### src/rtl/flash_hv_pulse_ctrl.sv
// flash_hv_pulse_ctrl: turns sequencer strobes into timed charge-pump, HV pulse and discharge controls
// for the flash analog macro, with busy/done status and a sticky protocol error.
module flash_hv_pulse_ctrl #(
    parameter int PUMP_SETTLE = 16,
    parameter int PROG_PULSE  = 8,
    parameter int ERASE_PULSE = 64,
    parameter int DISCHARGE   = 4,
    parameter int CW          = 8
) (
    input  logic clkm,
    input  logic rst_n,
    input  logic analog_on2,
    input  logic en_wr,
    input  logic erase,
    input  logic erase_clr,
    input  logic err_clr,
    output logic pump_en,
    output logic hv_ready,
    output logic prog_pulse,
    output logic erase_pulse,
    output logic discharge,
    output logic busy,
    output logic done,
    output logic err
);
    typedef enum logic [2:0] {IDLE, SETTLE, READY, PROG, ERASE, DISCH} state_t;

    localparam logic [CW-1:0] LD_SETTLE = CW'(PUMP_SETTLE - 1);
    localparam logic [CW-1:0] LD_PROG   = CW'(PROG_PULSE - 1);
    localparam logic [CW-1:0] LD_ERASE  = CW'(ERASE_PULSE - 1);
    localparam logic [CW-1:0] LD_DISCH  = CW'(DISCHARGE - 1);

    state_t        state, state_nx;
    logic [CW-1:0] cnt, cnt_nx;
    logic          pend, pend_nx, err_set, expired;
    logic          pump_nx, hv_nx, prog_nx, erase_nx, disch_nx, busy_nx, done_nx, err_nx;

    assign expired = cnt == '0;

    always_ff @(posedge clkm or negedge rst_n) begin
        if (!rst_n) begin
            state       <= IDLE;
            cnt         <= '0;
            pend        <= 1'b0;
            pump_en     <= 1'b0;
            hv_ready    <= 1'b0;
            prog_pulse  <= 1'b0;
            erase_pulse <= 1'b0;
            discharge   <= 1'b0;
            busy        <= 1'b0;
            done        <= 1'b0;
            err         <= 1'b0;
        end else begin
            state       <= state_nx;
            cnt         <= cnt_nx;
            pend        <= pend_nx;
            pump_en     <= pump_nx;
            hv_ready    <= hv_nx;
            prog_pulse  <= prog_nx;
            erase_pulse <= erase_nx;
            discharge   <= disch_nx;
            busy        <= busy_nx;
            done        <= done_nx;
            err         <= err_nx;
        end
    end

    always_comb begin
        state_nx = state;
        case (state)
            IDLE:    state_nx = analog_on2 ? SETTLE : IDLE;
            SETTLE:  state_nx = !analog_on2 ? DISCH : expired ? READY : SETTLE;
            READY:   state_nx = !analog_on2 ? DISCH : (erase_clr && erase) ? ERASE :
                                (en_wr || pend) ? PROG : READY;
            PROG:    state_nx = !analog_on2 ? DISCH : expired ? READY : PROG;
            ERASE:   state_nx = !analog_on2 ? DISCH : expired ? READY : ERASE;
            DISCH:   state_nx = expired ? IDLE : DISCH;
            default: state_nx = IDLE;
        endcase
    end

    // Counter reloads on every state change so each timed state lasts exactly N cycles
    always_comb begin
        cnt_nx = (state_nx == state) ? (expired ? cnt : cnt - CW'(1)) :
                 (state_nx == SETTLE) ? LD_SETTLE :
                 (state_nx == PROG)   ? LD_PROG :
                 (state_nx == ERASE)  ? LD_ERASE :
                 (state_nx == DISCH)  ? LD_DISCH : '0;
        pend_nx = (state_nx == DISCH && state != DISCH) ? 1'b0 :
                  (state == READY && state_nx == PROG)  ? 1'b0 :
                  (state == PROG && en_wr)              ? 1'b1 : pend;
        err_set = (state == IDLE)   ? en_wr :
                  (state == SETTLE) ? (en_wr || erase_clr) :
                  (state == READY)  ? (analog_on2 && erase && erase_clr && en_wr) :
                  (state == PROG)   ? (!analog_on2 || (en_wr && pend)) :
                  (state == ERASE)  ? (!analog_on2 || en_wr || erase_clr) : 1'b0;
    end

    always_comb begin
        pump_nx  = state_nx inside {SETTLE, READY, PROG, ERASE};
        hv_nx    = state_nx inside {READY, PROG, ERASE};
        prog_nx  = state_nx == PROG;
        erase_nx = state_nx == ERASE;
        disch_nx = state_nx == DISCH;
        busy_nx  = !(state_nx inside {IDLE, READY});
        done_nx  = (state == PROG || state == ERASE) && state_nx == READY;
        err_nx   = err_set || (err && !err_clr);
    end
endmodule

### config.mk
export PLATFORM = sky130hd
export DESIGN_NAME = flash_hv_pulse_ctrl
export DESIGN_NICKNAME = d
export VERILOG_FILES = /design/src/rtl/flash_hv_pulse_ctrl.sv
export SDC_FILE = /design/constraint.sdc
export NUM_CORES = 1
export LEC_CHECK = 0
export ABC_CLOCK_PERIOD_IN_PS = 3000
export BUFFER_PORTS_ARGS = -buffer_cell sky130_fd_sc_hd__buf_4
export CORE_ASPECT_RATIO = 1.2
export CORE_MARGIN = 1.5
export CORE_UTILIZATION = 55
export CTS_BUF_LIST = sky130_fd_sc_hd__clkbuf_2
export CTS_CLUSTER_SIZE = 28
export DETAILED_ROUTE_END_ITERATION = 8
export PLACE_DENSITY = 0.73
export SLEW_MARGIN = 20
export SYNTH_ARGS = -nofsm -noshare
export SYNTH_HDL_FRONTEND = slang
export SYNTH_SLANG_ARGS = --single-unit
### constraint.sdc
create_clock -name clkm -period 3 [get_ports clkm]
set_clock_uncertainty 0.05 [all_clocks]
set_input_delay 0.15 -clock clkm [delete_from_list [all_inputs] [get_ports clkm]]
set_output_delay 0.15 -clock clkm [all_outputs]
set_load 0.01 [all_outputs]
======== Yosys cells after proc, flatten, opt, wreduce, memory -nomap -nowiden ========
Index checks and enable logic that the tools add are counted.
storage, ports and cells
  register bits after elaboration ......... 20
  bits of input ports ..................... 7
  output and inout bits ................... 8
operators by class
  add/subtract/negate cells ............... 1
  eq/ne operators ......................... 13
  mux-type cells .......................... 26
  reduce and logical (&&, ||, !) cells .... 27
operators by type and width
  kind                                                                 number
  3-bit 2-to-1 mux                                                     7
  6-bit 2-to-1 mux                                                     3
  3-bit case mux with 6 select lines                                   1
  8-bit 2-to-1 mux                                                     2
  3-bit by 2-bit == test with 1-bit output (second input constant)     4
  3-bit == test (second input constant)                                4
  1-bit 2-to-1 mux                                                     11
  1-bit logical AND                                                    10
  8-bit logical NOT                                                    1
  8-bit by 1-bit subtractor with 8-bit output (second input constant)  1
  1-bit logical OR                                                     7
  3-bit by 1-bit == test with 1-bit output (second input constant)     2
  3-bit logical NOT                                                    2
  3-bit nonzero test                                                   2
  2-bit 2-to-1 mux                                                     2
  4-bit nonzero test                                                   1
  3-bit == test                                                        1
  1-bit logical NOT                                                    3
  3-bit inequality test (second input constant)                        1
  2-bit inequality test (second input constant)                        1
  2-bit nonzero test                                                   1

======== Depth between registers and ports, before layout ========
  depth in word-level cells ............... 11
  depth in mapped cells ................... 8
  depth with buffers taken out ............ 8

======== Worst setup path before layout ========
OpenSTA, ideal clock, no wires.
  kind .................................... reg-to-reg
  from .................................... register cnt[0]
  to ...................................... register cnt[0]
  library setup time ...................... 0.123 ns
  arrival time ............................ 2.137 ns
  required time ........................... 2.827 ns
  setup slack ............................. 0.691 ns
  stages on the path, launching flop included .. 9
  path buffers ............................ 0
  period minus slack after synthesis ...... 2.309 ns
  path through ............................ dfrtp_1 -> inv_1 -> ha_1 -> or3b_2 -> or3_4 -> a221oi_4 -> inv_2 -> mux2i_1 -> a2bb2oi_1
between the ends
  cells in the longest elaborated chain, start to end .. 10
RTL lines
  what                                  line  text
  start: declaration                    34    logic [CW-1:0] cnt, cnt_nx;
  start signal: assignment              55    cnt <= cnt_nx;
  8-bit logical NOT *                   38    assign expired = cnt == '0;
  3-bit 2-to-1 mux (2 in a row)         76    ERASE: state_nx = !analog_on2 ? DISCH : expired ? READY : ERASE;
  3-bit case mux with 6 select lines *  70    case (state)
  net state_nx[2]                       33    state_t state, state_nx;
  3-bit == test                         88    (state_nx == DISCH) ? LD_DISCH : '0;
  2-bit 2-to-1 mux                      88
  6-bit 2-to-1 mux                      87    (state_nx == ERASE) ? LD_ERASE :
  6-bit 2-to-1 mux                      86    (state_nx == PROG) ? LD_PROG :
  6-bit 2-to-1 mux                      85    (state_nx == SETTLE) ? LD_SETTLE :
  8-bit 2-to-1 mux                      84    cnt_nx = (state_nx == state) ? (expired ? cnt : cnt - CW'(1)) :
Mark *: on every way through the listed nets, which the timed path passes. The rest lies on a longest branch. The select of a mux whose other input is x is not followed.
A chain may end at the register's enable or synchronous reset.

======== Worst setup path after layout ========
Ends and elaborated chain as after synthesis.

==> reports/metrics.cfg <==
[logic_synthesis]
synthFlopType = dfrtp_1
synthAdderAreaFrac_pct = 1.92
synth_top_area_share_pct = 38.4
synthArstFlopShare_pct = 100
synth_edf_count = 0
synthMuxAreaShare_pct = 3.07
synth-compound-area-share_pct = 24.1
ys_seq_area_share_pct = 38.4
syn_avg_cell_area_sq_um = 9.26
synthTopCellsByArea = dfrtp_1 (38%), nor2_1 (4.3%), a2bb2oi_1 (4.0%)
synthXorXnorAreaFrac_pct = 2.68
synth_simple_gate_area_share_pct = 22.2
yosys_warnings = 0
syn_inst = 141
synthesis.nets = 150
netlist_area_sq_um = 1310
yosys.area.top_type = dfrtp_1
synth_top_family_by_area = compound AO/OA/AOI/OAI gates
synth_cell_type_count = 47
synth-seq-cells = 20

[floorplanning]
fp.dieW_microns = 47.5
rows = 19
fp.dieH_microns = 56.4
initial_utilization_pct = 57.8
ios = 15
core-area_sq_um = 2260
dieArea_sq_um = 2680

[global_routing]
grt_pass1_vias = 1121
antenna_found_initial = 0
gr-total-overflow = 0
grt_max_degree = 21
grt_first_pass_wirelength_microns = 4830
grtUsageTotal_pct = 24.8

[clock_network]
insertion_delay_ns = 0.34
cts_max_path_buffers = 2
cts_made_buffers = 3
cts_htree_levels = 1
cts_tree = done
clk_pin_slew_ns = 0.21
root_buffer = clkbuf_2
post-cts-setup-buffers = 0
cts.sinks = 20

[run]
max-cap-violations = 0

[critical_path]
crit_family = simple AND/OR/NAND/NOR gates
start_kind = flip-flop
path_max_fanout = 7
path_class = reg2reg
critPathLaunch = cnt[0]
slowest_delay_ns = 0.53
required_ns = 3.19
worst-r2r-setup-slack_ns = 0.43
cp.depth = 8
reg2reg_from = cnt[0]
cp-end-kind = flip-flop
endpoint = cnt[0]
crit_arrival_ns = 2.75
cp_num_buf_inv = 2
r2r_cells = 8
cp_slowest_cell = or3b_2
reg2reg_to = cnt[0]
crit_path_cell_trace = inv_1 > ha_1 > or3b_2 > or3_4 > a221oi_4 > inv_2 > mux2i_1 > a2bb2oi_1

[cells_and_area]
nNetsFinal = 168
antennaDiodeCount = 0
area_growth_pct = 12.8
layout-drive-gt1-share_pct = 19.0

[power]
netSwitchingPower_uw = 672
comb_power_share_pct = 56.2
clockPowerShare_pct = 13.3
power_mw = 1.56
p_leak_nw = 0.678
power_density_nw_per_um2 = 1060
vdd_drop_max_uv = 725
p_int_uw = 884
switching_share_pct = 43.2
seqPwrFrac_pct = 30.5

[placed_design]
dpl_worst_slack_ns = 0.494
io_buffers = 14
place_congestion = 0.872
hpwl_microns = 2070

[run_status]
outcome = finished clean

[sta]
worst_slew_pin_slew_ns = 0.498
hold_viol = 0
period_needed_ns = 2.57
fmax_mhz = 389
slew_violations = 0
slew-limit-headroom_pct = 66.6
setup_tns_ns = 0
setup_viol = 0
min_period_over_period_pct = 85.6
hold_slack_ns = 0.0213
rsz0062_at_grt = false
setup_ws_ns = 0.432

[drt]
drc_errors = 0
ant_nets = 0
first_pass_iters = 4
via_per_inst = 6.23
drt_first_iter_violations = 46
wirelength_microns = 2900
routedWlPerCell_microns = 15.3
via_count = 1177

[min_path]
hp-class = in2reg

power by group through the flow:
| stage | clock network [mW] | logic [mW] | registers, mW |
|---|---|---|---|
| floorplan | 0 | 0.679 | 0.454 |
| global placement | 0 | 0.844 | 0.476 |
| detailed placement | 0 | 0.863 | 0.479 |
| CTS | 0.210 | 0.871 | 0.474 |
| global route | 0.215 | 0.967 | 0.489 |
| finish | 0.206 | 0.874 | 0.475 |
layout by cell type (no fill, tap or decap), drive strengths merged, types with 2 or more instances in the layout:
cell,count
dfrtp,20
buf,17
nor2,15
nand2,11
inv,11
a21oi,8
nor3,6
o21ai,6
a2bb2oi,6
mux2i,4
nand3,3
xor2,3
clkbuf,3
nor3b,2
or4,2
a32oi,2
o22ai,2
a21boi,2
nand2b,2
o211ai,2
nand4,2
a31oi,2
nand4b,2
ha,2
nor4,2
a221o,2
cell families after synthesis:
kind of cell,Yosys count
multiplexers,4
XOR/XNOR,4
AND/OR/NAND/NOR,53
flip-flops,20
AO/OA/AOI/OAI,41
buffers and inverters,17
adder cells (fa/ha/maj),2
timing repair:
| item | 4_1_cts | 5_1_grt |
|---|---|---|
| hold buffers | 1 | 0 |
| resized for setup | 0 | 0 |
| endpoints found under the hold margin | 20 | 0 |
worst reg2reg max path, cell delays in order, from the launching register on:
cell and delay (ns):
dfrtp_1 0.46, inv_1 0.11, ha_1 0.20, or3b_2 0.53, or3_4 0.36, a221oi_4 0.39, inv_2 0.10, mux2i_1 0.16
a2bb2oi_1 0.10
layout make-up:
class,count,area [sq um]
well taps,31,38.8
clock inverters,1,30.0
inverters,12,45.0
repair buffers,18,138
clock buffers,3,15.0
fillers,188,787
flip-flops and latches,20,500
multi-input cells,104,704
synth_stat cells, types with 3 or more instances:
master,instances
dfrtp_1,20
nor2_1,15
nand2_1,11
inv_1,10
a21oi_1,8
a2bb2oi_1,6
nor3_1,6
o21ai_0,6
mux2i_1,4
buf_6,3
nand3_1,3
xor2_1,3
per-stage QoR:
stage                     utilization (%)  std cells  cell area, sq um
after floorplan                         -        141              1310
after global placement               62.7        184              1420
after detailed placement             62.7        184              1420
after CTS                            65.2        189              1470
after global routing                 65.2        189              1470
final                                65.2        189              1470
worst min-delay path by stage:
stage | from | to | slack [ns] | cells after the start
6_report | en_wr | err | 0.02 | 3
3_3_place_gp | rst_n | cnt[3] | -0.008 | 1
3_5_place_dp | rst_n | cnt[4] | -0.003 | 1
2_1_floorplan | rst_n | busy | -0.20 | 0
5_1_grt | en_wr | err | 0.03 | 3
4_1_cts | en_wr | err | 0.01 | 3
per-layer routing:
metal | part of all wire (%) | vias to the layer above | GRT usage (%)
met5 | 0 | - | 0
met4 | 1.3 | 0 | 9.92
met3 | 5.1 | 4 | 3.54
met2 | 52 | 42 | 39.6
met1 | 42 | 569 | 32.4
li1 | - | 562 | -
flip-flops by register name, summed over array words and instances (netlist names):
signal,cells
busy,1
state,3
cnt,8
erase_pulse,1
pend,1
discharge,1
prog_pulse,1
done,1
pump_en,1
hv_ready,1
err,1
Power figures use the tool's default switching activity.
